**src/rtl/hazard_ctrl_unit.sv**
```systemverilog
`default_nettype none
// ============================================================================
// hazard_ctrl_unit : registered load-use / branch / mem-busy hazard controller
// Revision: 1.0
// ============================================================================
module hazard_ctrl_unit #(
  parameter int REG_AW   = 5,
  parameter int LOAD_LAT = 1,
  parameter int CNT_W    = 32
) (
  input  logic              clk,
  input  logic              rst_n,
  input  logic              idex_memread,
  input  logic [REG_AW-1:0] idex_rd,
  input  logic [REG_AW-1:0] ifid_rs1,
  input  logic [REG_AW-1:0] ifid_rs2,
  input  logic              ifid_use_rs1,
  input  logic              ifid_use_rs2,
  input  logic              branch_taken,
  input  logic              mem_busy,
  input  logic              perf_clr,
  output logic              pc_write,
  output logic              ifid_write,
  output logic              ifid_flush,
  output logic              ctrl_en,
  output logic              pipe_freeze,
  output logic [CNT_W-1:0]  stall_count
);

  localparam int c_LW = (LOAD_LAT < 1) ? 1 : $clog2(LOAD_LAT + 1);

  localparam logic [0:0] c_IDLE     = 1'b0;
  localparam logic [0:0] c_LU_STALL = 1'b1;

  localparam logic [c_LW-1:0] c_LAT_RELOAD = c_LW'(LOAD_LAT - 1);
  localparam logic [c_LW-1:0] c_ONE        = c_LW'(1);

  logic [0:0]      r_state;
  logic [0:0]      w_next_state;
  logic [c_LW-1:0] r_lat_cnt;
  logic [c_LW-1:0] w_next_cnt;
  logic [CNT_W-1:0] r_stall_count;

  logic w_hz;
  logic w_pc_write;
  logic w_ifid_write;
  logic w_ifid_flush;
  logic w_ctrl_en;
  logic w_pipe_freeze;

  assign w_hz = idex_memread && (idex_rd != '0) &&
                ((ifid_use_rs1 && (idex_rd == ifid_rs1)) ||
                 (ifid_use_rs2 && (idex_rd == ifid_rs2)));

  always_comb begin
    w_next_state  = r_state;
    w_next_cnt    = r_lat_cnt;
    w_pc_write    = 1'b1;
    w_ifid_write  = 1'b1;
    w_ifid_flush  = 1'b0;
    w_ctrl_en     = 1'b1;
    w_pipe_freeze = 1'b0;

    if (mem_busy) begin
      // Memory stall holds everything, including the bubble counter.
      w_pc_write    = 1'b0;
      w_ifid_write  = 1'b0;
      w_pipe_freeze = 1'b1;
    end else if (branch_taken) begin
      // Dependent instruction is squashed, so any pending stall is dropped.
      w_ifid_flush = 1'b1;
      w_ctrl_en    = 1'b0;
      w_next_state = c_IDLE;
      w_next_cnt   = '0;
    end else if (r_state == c_LU_STALL) begin
      w_pc_write   = 1'b0;
      w_ifid_write = 1'b0;
      w_ctrl_en    = 1'b0;
      w_next_cnt   = r_lat_cnt - c_ONE;
      if (r_lat_cnt == c_ONE) begin
        w_next_state = c_IDLE;
      end
    end else if (w_hz) begin
      w_pc_write   = 1'b0;
      w_ifid_write = 1'b0;
      w_ctrl_en    = 1'b0;
      if (LOAD_LAT > 1) begin
        w_next_state = c_LU_STALL;
        w_next_cnt   = c_LAT_RELOAD;
      end
    end
  end

  always_ff @(posedge clk or negedge rst_n) begin
    if (!rst_n) begin
      r_state       <= c_IDLE;
      r_lat_cnt     <= '0;
      r_stall_count <= '0;
    end else begin
      r_state   <= w_next_state;
      r_lat_cnt <= w_next_cnt;
      if (perf_clr) begin
        r_stall_count <= '0;
      end else if (!w_pc_write && (r_stall_count != {CNT_W{1'b1}})) begin
        r_stall_count <= r_stall_count + CNT_W'(1);
      end
    end
  end

  // Reset overrides the datapath controls so the front end loads NOPs.
  assign pc_write    = rst_n && w_pc_write;
  assign ifid_write  = rst_n && w_ifid_write;
  assign ifid_flush  = !rst_n || w_ifid_flush;
  assign ctrl_en     = rst_n && w_ctrl_en;
  assign pipe_freeze = rst_n && w_pipe_freeze;
  assign stall_count = r_stall_count;

endmodule
`default_nettype wire

```
**config.mk**
```make
export PLATFORM = sky130hd
export DESIGN_NAME = hazard_ctrl_unit
export DESIGN_NICKNAME = d
export VERILOG_FILES = /design/src/rtl/hazard_ctrl_unit.sv
export SDC_FILE = /design/constraint.sdc
export NUM_CORES = 1
export LEC_CHECK = 0
export ABC_AREA = 1
export CORE_ASPECT_RATIO = 0.5
export CORE_MARGIN = 1.5
export CORE_UTILIZATION = 55
export DETAILED_ROUTE_END_ITERATION = 8
export GPL_TIMING_DRIVEN = 0
export PLACE_DENSITY = 0.9
export SYNTH_ARGS = -nofsm -noshare
export SYNTH_HDL_FRONTEND = slang
export SYNTH_SLANG_ARGS = --single-unit
```
**constraint.sdc**
```tcl
create_clock -name clk -period 5.7 [get_ports clk]
set_input_delay 1.71 -clock clk [delete_from_list [all_inputs] [get_ports clk]]
set_output_delay 1.71 -clock clk [all_outputs]
set_load 0.05 [all_outputs]
```
==> impl_metrics.toml, run 1 <==
[setup_path]
crit_path_frequent_cell = "nand2_1"
crit_fanout = 10
worst-r2r-setup-slack_ps = 3530
crit_path_start_kind = "input pin"
cpPeakStageDelay_ps = 510
path_class = "input pin to output pin"
slowest_stage = "dlygate4sd2_1"
cp_data_arrival_time_ps = 3790
required_ps = 3990
startpoint = "idex_rd[1]"
reg2reg_from = "stall_count[0]$_DFFE_PN0P_"
worstSetupEndpointType = "output pin"
crit_chain = "clkdlybuf4s50_1 > inv_2 > nand2_1 > nand2_1 > nor2_1 > nand3_1 > nand2_1 > nand2_1 > nand2_1 > buf_2 > a21oi_1 > buf_4 > dlygate4sd2_1"
r2r_end = "stall_count[10]$_DFFE_PN0P_"
reg2regPathDepth = 11

[route]
drc = 0
wl_per_cell_um = 12.71
drtAntennaViolNets = 0
routed_wl_mm = 7.307
viasPerCell = 5.245
dr.pass1.iters = 5
drt_iter0_drc = 236
vias = 3016

[min_path]
hold_start = "r_lat_cnt$_DFFE_PN0P_"
min_delay_path_depth = 2
hold_path_end = "r_lat_cnt$_DFFE_PN0P_"
hp-class = "register to register"

[yosys]
async_flop_share_pct = 100.0
synth_most_common_cell = "nand2_1"
synth.net_count = 466
syn_avg_cell_area_sq_um = 6.106
yosysSeqAreaShare_pct = 31.53
netlist_area_sq_um = 2699
ys_types = 29
synthTopCellsByArea = "dfrtp_1, nand2_1, nor2_1"
yosys-top-cells-count = "nand2_1, nor2_1, nand3_1, dfrtp_1, inv_1"
synthCells = 442
yosys_warnings = 0
yosysTopAreaCell = "dfrtp_1"
synth-edff-count = 0
ys_ff_latch = 34
synthFlopType = "dfrtp_1"
synth_top_area_share_pct = 31.53

[clock_tree]
cts_max_level = 2
cts-root-buf = "clkbuf_8"
clk_latency_ps = 290
numCtsBuffers = 5
holdBufCountCts = 0
cts_setup_buffers = 0
tritoncts = "built"
clock-sinks = 34
clk_path_buf_depth = 2
path_clk_slew_ps = 70

[floorplan]
initial_utilization_pct = 59.29
fp.coreArea_sq_um = 4552
row_count = 17
die_area_sq_um = 5362
io_pins = 60
die-height_um = 52.54
die_w_um = 102.1

[power]
p_comb_share_pct = 22.4
peakVddDrop_uv = 92.60
power_density_nw_per_um2 = 166.3
p_int_mw = 0.3917
switchingPower_mw = 0.1835
p_clk_share_pct = 33.1
power_frac_seq_pct = 44.5
swShare_pct = 31.90
p_leak_nw = 1.571

[placed_design]
port_buffers = 59
dp_cells = 567
gp_congestion = 0.9922
dp_hpwl_mm = 5.683

[global_route]
track_usage_pct = 30.21
antenna_found_initial = 0
grt_start_max_net_pins = 38
grt_pass1_vias = 2738
grt_first_pass_wirelength_mm = 12.34
grt_overflow_total = 0

[timing]
slew_headroom_pct = 45.64
drv_slew = 0
min_period_over_period_pct = 96.56
skew_ps = 9.882
setup_violations = 0
worst_pin_slew_ps = 815.4
min_period_ps = 5504
rsz0062_at_grt = "no"
hold_violations = 0
clock.fmax_mhz = 181.7

[finish]
layout-drive-gt1-share_pct = 7.073
nNetsFinal = 532
layout-area-overhead-vs-synth_pct = 28.19
antennaDiodeCount = 0
fill_cells = 401
finalNonFillerCells = 575
fin_util_pct = 76.00

[run]
cap_violations = 0

[status]
status = "completed"
## repair_timing
action	4_1_cts	5_1_grt
setup endpoints to repair	2	0
resized for setup	2	0
endpoints found under the hold margin	0	0
## worst max-delay path: cells and delay by family
family	cells	cell delay (ps)
AO/OA/AOI/OAI	1	200
buffers and inverters	5	1420
AND/OR/NAND/NOR	7	460
## final cells by class
cell class / instances / area [sq um] / area share, %
Timing Repair Buffer: 59 / 583.1 / 16.85
Inverter: 41 / 153.9 / 4.448
Sequential cell: 34 / 850.8 / 24.59
Multi-Input combinational cell: 352 / 1595 / 46.11
Buffer: 15 / 98.84 / 2.857
Clock buffer: 6 / 82.58 / 2.387
Tap cell: 66 / 82.58 / 2.387
Clock inverter: 2 / 12.51 / 0.3617
## sequential cells by signal (all words and copies together), names as in the netlist
register and count:
stall_count 32, r_state 1, r_lat_cnt 1
## kinds of logic after synthesis
| group | after synthesis | share of synthesized area (%) |
|---|---|---|
| compound gates | 13 | 2.596 |
| buf+inv | 56 | 9.365 |
| simple gates | 322 | 50.86 |
| fa+ha+maj | 1 | 0.4635 |
| xor+xnor | 16 | 5.193 |
| flops | 34 | 31.53 |
## layout by cell type, fill, tap and decap left out, types with 6 or more instances in the layout
| cell | count |
|---|---|
| o21ai_0 | 6 |
| dfrtp_1 | 34 |
| xor2_1 | 7 |
| clkdlybuf4s50_1 | 56 |
| xnor2_1 | 9 |
| nand3_1 | 47 |
| nor2_1 | 76 |
| nand4_1 | 14 |
| clkbuf_8 | 6 |
| inv_1 | 31 |
| inv_2 | 10 |
| nand2_1 | 168 |
| clkbuf_1 | 7 |
## worst max-delay path by stage
| stage | endpoint | cells past startpoint |
|---|---|---|
| after detailed placement | pc_write | 13 |
| after global placement | pc_write | 5 |
| after floorplan | pc_write | 9 |
| final | pc_write | 13 |
| after CTS | pc_write | 13 |
| after global routing | pc_write | 11 |
## power by group through the flow
stage	clock network (mW)	logic, mW	registers (mW)
final	0.190	0.129	0.256
after global routing	0.205	0.141	0.258
after CTS	0.191	0.129	0.256
after detailed placement	0	0.130	0.261
after global placement	0	0.128	0.261
after floorplan	0	0.0680	0.272
## metrics by stage
step | setup TNS (ps) | setup slack (ps) | instance area (sq um) | power [mW] | hold slack [ps]
after global routing | 0 | 9.045 | 3460 | 0.6039 | 582.3
after detailed placement | -83.59 | -83.59 | 3367 | 0.3903 | 544.7
after floorplan | 0 | 480.9 | 2699 | 0.3396 | 510.6
final | 0 | 195.8 | 3460 | 0.5752 | 548.5
after CTS | 0 | 187.1 | 3460 | 0.5766 | 554.5
after global placement | -2686 | -715.3 | 3372 | 0.3888 | 530.9
## metal layers
layer	wire length [um]	vias up	share of wire (%)	global-route usage [%]
met4	76	0	1.0	6.164
li1	-	1517	-	-
met3	712	11	9.7	8.667
met5	0	-	0	0
met2	3192	135	44	49.12
met1	3325	1353	46	40.29
(Power assumes the default switching activity.)
==> run 2: changes to the inputs <==
Settings changed: CORE_ASPECT_RATIO 0.5 to 1.2.
==> run 2 against run 1 <==
Net effect: maximum frequency up 0.82%; clock power up 15%; clock-buffer cell count up 1; clock skew down 2.1 ps; final cell count down 1.4%; routed wire length up 8.8%; power up 5.1%; sequential power about the same; flip-flop and latch count unchanged; first-iteration DRC count up 20%; sequential share of layout area about the same.
==> impl_metrics.toml, run 2 (same netlist as run 1, synthesis figures left out) <==
[status]
status = "completed"

[min_path]
hp-class = "register to register"

[finish]
final_cell_mix = "nand2_1, nor2_1, clkdlybuf4s50_1"
antennaDiodeCount = 0
largest_register_ff_count = 32
nNetsFinal = 532
layout-drive-gt1-share_pct = 6.680
layout-area-overhead-vs-synth_pct = 28.37
final_common_cell = "nand2_1"

[setup_path]
crit_chain = "clkdlybuf4s50_1 > inv_1 > nand2_1 > nand2_1 > nor2_1 > nand3_1 > nand2_1 > nand2_1 > nand2_1 > buf_2 > a21oi_1 > buf_4 > dlygate4sd2_1"
crit_fanout = 10
startpoint = "idex_rd[4]"
crit_path_frequent_cell = "nand2_1"
crit_end = "pc_write"
slowest_stage = "dlygate4sd2_1"
worstSetupEndpointType = "output pin"
required_ps = 3990
crit_path_start_kind = "input pin"
cp.depth = 13
critPathBufInv = 5
path_class = "input pin to output pin"
r2r_end = "stall_count[18]$_DFFE_PN0P_"
reg2reg_from = "stall_count[0]$_DFFE_PN0P_"
worst-r2r-setup-slack_ps = 3490
cp_data_arrival_time_ps = 3750
crit_family = "buffers and inverters"
cpPeakStageDelay_ps = 510
reg2regPathDepth = 9

[power]
p_comb_share_pct = 21.4
p_clk_share_pct = 36.1
totalPowerFinal_mw = 0.6045
power_frac_seq_pct = 42.5
p_leak_nw = 1.587
swShare_pct = 29.52
power_density_nw_per_um2 = 174.5
switchingPower_mw = 0.1785
p_int_mw = 0.4260
peakVddDrop_uv = 120.6

[timing]
slew_headroom_pct = 45.47
rsz0062_at_grt = "no"
min_period_ps = 5459
min_period_over_period_pct = 95.78
drv_slew = 0
setup_violations = 0
hold-worst-slack_ps = 568.9
hold_violations = 0
worst_pin_slew_ps = 818.0
skew_ps = 7.774
clock.fmax_mhz = 183.2

[floorplan]
row_count = 27
fp.coreArea_sq_um = 4662
io_pins = 60
die_area_sq_um = 5338
initial_utilization_pct = 57.89
die-height_um = 79.74
die_w_um = 66.95

[route]
routed_wl_mm = 7.952
viasPerCell = 5.453
dr.pass1.iters = 5
vias = 3092
drc = 0
drt_iter0_drc = 283
wl_per_cell_um = 14.02
drtAntennaViolNets = 0

[clock_tree]
cts-root-buf = "clkbuf_8"
path_clk_slew_ps = 60
numCtsBuffers = 5
clk_latency_ps = 290
cts_max_level = 2
tritoncts = "built"
clock-sinks = 34
clk_path_buf_depth = 2

[placed_design]
port_buffers = 59
gp_congestion = 0.9617
dp_hpwl_mm = 6.091

[global_route]
track_usage_pct = 31.70
grt_pass1_vias = 2837
grt_first_pass_wirelength_mm = 13.10
antenna_found_initial = 0
grt_overflow_total = 0
grt_start_max_net_pins = 38

[run]
cap_violations = 0
-- run 2: per-stage QoR --
stage	setup TNS [ps]	setup slack (ps)	area, sq um	util (%)	std cells
2_1_floorplan	0	480.9	2699	-	442
3_5_place_dp	-47.12	-47.12	3357	72.01	559
3_3_place_gp	-2392	-658.9	3362	72.11	559
4_1_cts	0	27.36	3462	74.26	567
6_report	0	240.7	3465	74.32	567
5_1_grt	0	61.69	3465	74.32	567
-- run 2: final cells by class --
type / instances / area [sq um]
Buffer: 15 / 98.84
Clock buffer: 7 / 76.32
Clock inverter: 1 / 30.03
Fill cell: 414 / 1197
Inverter: 41 / 153.9
Multi-Input combinational cell: 352 / 1595
Sequential cell: 34 / 850.8
Tap cell: 58 / 72.57
Timing Repair Buffer: 59 / 586.8
-- run 2: power groups by stage --
stage	Clock [mW]	Sequential (mW)	Combinational [mW]
floorplan	0	0.272	0.0680
global placement	0	0.260	0.126
detailed placement	0	0.261	0.130
CTS	0.218	0.256	0.129
global route	0.233	0.257	0.141
finish	0.218	0.257	0.129
-- run 2: what timing repair did --
action                     CTS  global route
hold buffers                 0             0
buffers inserted             0             0
cloned                       0             0
resized for setup            1             1
setup endpoints to repair    1             1
-- run 2: how the worst min path moves through the flow --
stage	from	end	slack, ps	cells after the start
2_1_floorplan	r_lat_cnt$_DFFE_PN0P_	r_lat_cnt$_DFFE_PN0P_	510	2
3_3_place_gp	r_lat_cnt$_DFFE_PN0P_	r_lat_cnt$_DFFE_PN0P_	530	2
3_5_place_dp	r_state$_DFFE_PN0N_	r_state$_DFFE_PN0N_	560	2
4_1_cts	r_state$_DFFE_PN0N_	r_state$_DFFE_PN0N_	570	2
5_1_grt	r_state$_DFFE_PN0N_	r_state$_DFFE_PN0N_	590	2
6_report	r_state$_DFFE_PN0N_	r_state$_DFFE_PN0N_	570	2
-- run 2: per-layer routing --
| metal | track usage, % | share of wire [%] | up-vias | wire length (um) |
|---|---|---|---|---|
| li1 | - | - | 1517 | - |
| met1 | 38.82 | 41 | 1407 | 3245 |
| met2 | 54.20 | 49 | 142 | 3894 |
| met3 | 4.231 | 6.1 | 26 | 488 |
| met4 | 14.90 | 4.1 | 0 | 325 |
| met5 | 0 | 0 | - | 0 |
-- run 2: worst register-to-register path, cell delays in order, from the launching register on --
cell	delay, ps
dfrtp_1	540
ha_1	330
nand3_2	160
inv_2	120
nand2_2	110
nor2_1	400
a31oi_1	160
nor2_1	140
nand4_1	90
nand2_1	90
==> run 3: changes to the inputs <==
Settings changed: CTS_CLUSTER_SIZE set to 12, GPL_TIMING_DRIVEN 0 to not set.
==> run 3 against run 2 <==
Net effect: non-clock buffer count is 11 lower; hold slack got worse by 18 ps; setup slack improved by 490 ps; clock skew is 3.8 ps lower; clock power decreased by 17%; register-to-register slack got worse by 380 ps; clock-buffer cell count shrank 1; global-route usage shrank 0.099 points; sequential share of layout area rose by 0.46 points; flip-flop and latch count stayed put; first-iteration DRC count shrank 8.5%; sequential power about the same.
==> impl_metrics.toml, run 3 (same netlist as run 1, synthesis figures left out) <==
[timing]
min_period_ps = 4973
setup_violations = 0
clock.fmax_mhz = 201.1
fin_setup_tns_ps = 0
skew_ps = 3.946
rsz0062_at_grt = "no"
worst_pin_slew_ps = 671.6
hold_violations = 0
min_period_over_period_pct = 87.25
slew_headroom_pct = 55.16
drv_slew = 0

[clock_tree]
post_cts_resized = 0
cts-root-buf = "clkbuf_8"
path_clk_slew_ps = 70
cts_max_level = 2
clock-sinks = 34
cts_setup_buffers = 0
clk_latency_ps = 290
holdBufCountCts = 0
tritoncts = "built"
clk_path_buf_depth = 2
numCtsBuffers = 5

[setup_path]
crit_end = "pc_write"
reg2reg_from = "stall_count[0]$_DFFE_PN0P_"
r2r_end = "stall_count[14]$_DFFE_PN0P_"
required_ps = 3990
worstSetupEndpointType = "output pin"
startpoint = "idex_rd[1]"
reg2regPathDepth = 10
crit_fanout = 3
cp_data_arrival_time_ps = 3260
path_class = "input pin to output pin"
crit_path_start_kind = "input pin"
worst-r2r-setup-slack_ps = 3110

[floorplan]
die-height_um = 79.74
row_count = 27
die_w_um = 66.95
initial_utilization_pct = 57.89
io_pins = 60
die_area_sq_um = 5338
fp.coreArea_sq_um = 4662

[route]
dr.pass1.iters = 5
drt_iter0_drc = 259
viasPerCell = 5.549
wl_per_cell_um = 13.96
drc = 0
drtAntennaViolNets = 0
vias = 3074
routed_wl_mm = 7.735

[power]
peakVddDrop_uv = 103.0
p_leak_nw = 1.547
power_density_nw_per_um2 = 166.3
totalPowerFinal_mw = 0.5656

[placed_design]
dp_hpwl_mm = 5.663
port_buffers = 59
gp_congestion = 0.9737

[global_route]
grt_pass1_vias = 2790
grt_first_pass_wirelength_mm = 13.00
antenna_found_initial = 0
grt_start_max_net_pins = 38
grt_overflow_total = 0
track_usage_pct = 31.60

[min_path]
hp-class = "register to register"
min_delay_path_depth = 2

[finish]
fill_cells = 402
layout-area-overhead-vs-synth_pct = 26.01
layout-drive-gt1-share_pct = 6.855
antennaDiodeCount = 0
ff_latch_area_sq_um = 850.8
nNetsFinal = 521
fin_util_pct = 72.95
multi_input_area_sq_um = 1595
final_cell_mix = "nand2_1, nor2_1, clkdlybuf4s50_1"
largest_register_ff_count = 32
final_common_cell = "nand2_1"

[status]
status = "completed"

[run]
cap_violations = 0
==> run 3: final cells by class <==
class / count / area share, %
Clock buffer: 6 / 2.428
Inverter: 41 / 4.525
Multi-Input combinational cell: 352 / 46.91
Sequential cell: 34 / 25.02
Tap cell: 58 / 2.134
Timing Repair Buffer: 63 / 18.98
==> run 3: how the worst min path moves through the flow <==
stage                           from  slack [ps]                     to
5_1_grt        r_lat_cnt$_DFFE_PN0P_         590  r_lat_cnt$_DFFE_PN0P_
3_3_place_gp   r_lat_cnt$_DFFE_PN0P_         530  r_lat_cnt$_DFFE_PN0P_
2_1_floorplan  r_lat_cnt$_DFFE_PN0P_         510  r_lat_cnt$_DFFE_PN0P_
3_5_place_dp   r_lat_cnt$_DFFE_PN0P_         540  r_lat_cnt$_DFFE_PN0P_
4_1_cts        r_lat_cnt$_DFFE_PN0P_         550  r_lat_cnt$_DFFE_PN0P_
6_report       r_lat_cnt$_DFFE_PN0P_         550  r_lat_cnt$_DFFE_PN0P_
==> run 3: through the flow <==
step           worst slack (ps)  hold slack, ps  area (sq um)  instances
2_1_floorplan             480.9           510.6          2699        442
3_3_place_gp              792.0           532.8          3318        548
3_5_place_dp              732.5           543.3          3318        548
4_1_cts                   715.5           551.1          3401        554
5_1_grt                   593.7           586.0          3401        554
6_report                  726.5           550.7          3401        554
==> run 3: metal layers <==
layer / vias up / part of all wire, % / wire, um / GRT usage, %
met3: 24 / 6.2 / 479 / 5.219
met2: 130 / 49 / 3792 / 52.20
met5: - / 0 / 0 / 0
met4: 0 / 3.1 / 239 / 13.67
li1: 1491 / - / - / -
met1: 1429 / 42 / 3223 / 40.23
==> run 3: critical path: stages <==
cell             delay, ps
clkdlybuf4s50_1        450
inv_2                   90
nand4_1                 90
o21ai_1                140
inv_1                   60
nand2_1                 70
nand2_1                 60
a21oi_1                380
buf_12                 200
==> run 3: power by group <==
part | internal (mW) | switching [mW]
Sequential | 0.248 | 0.00891
Combinational | 0.0452 | 0.0819
Clock | 0.0932 | 0.0887
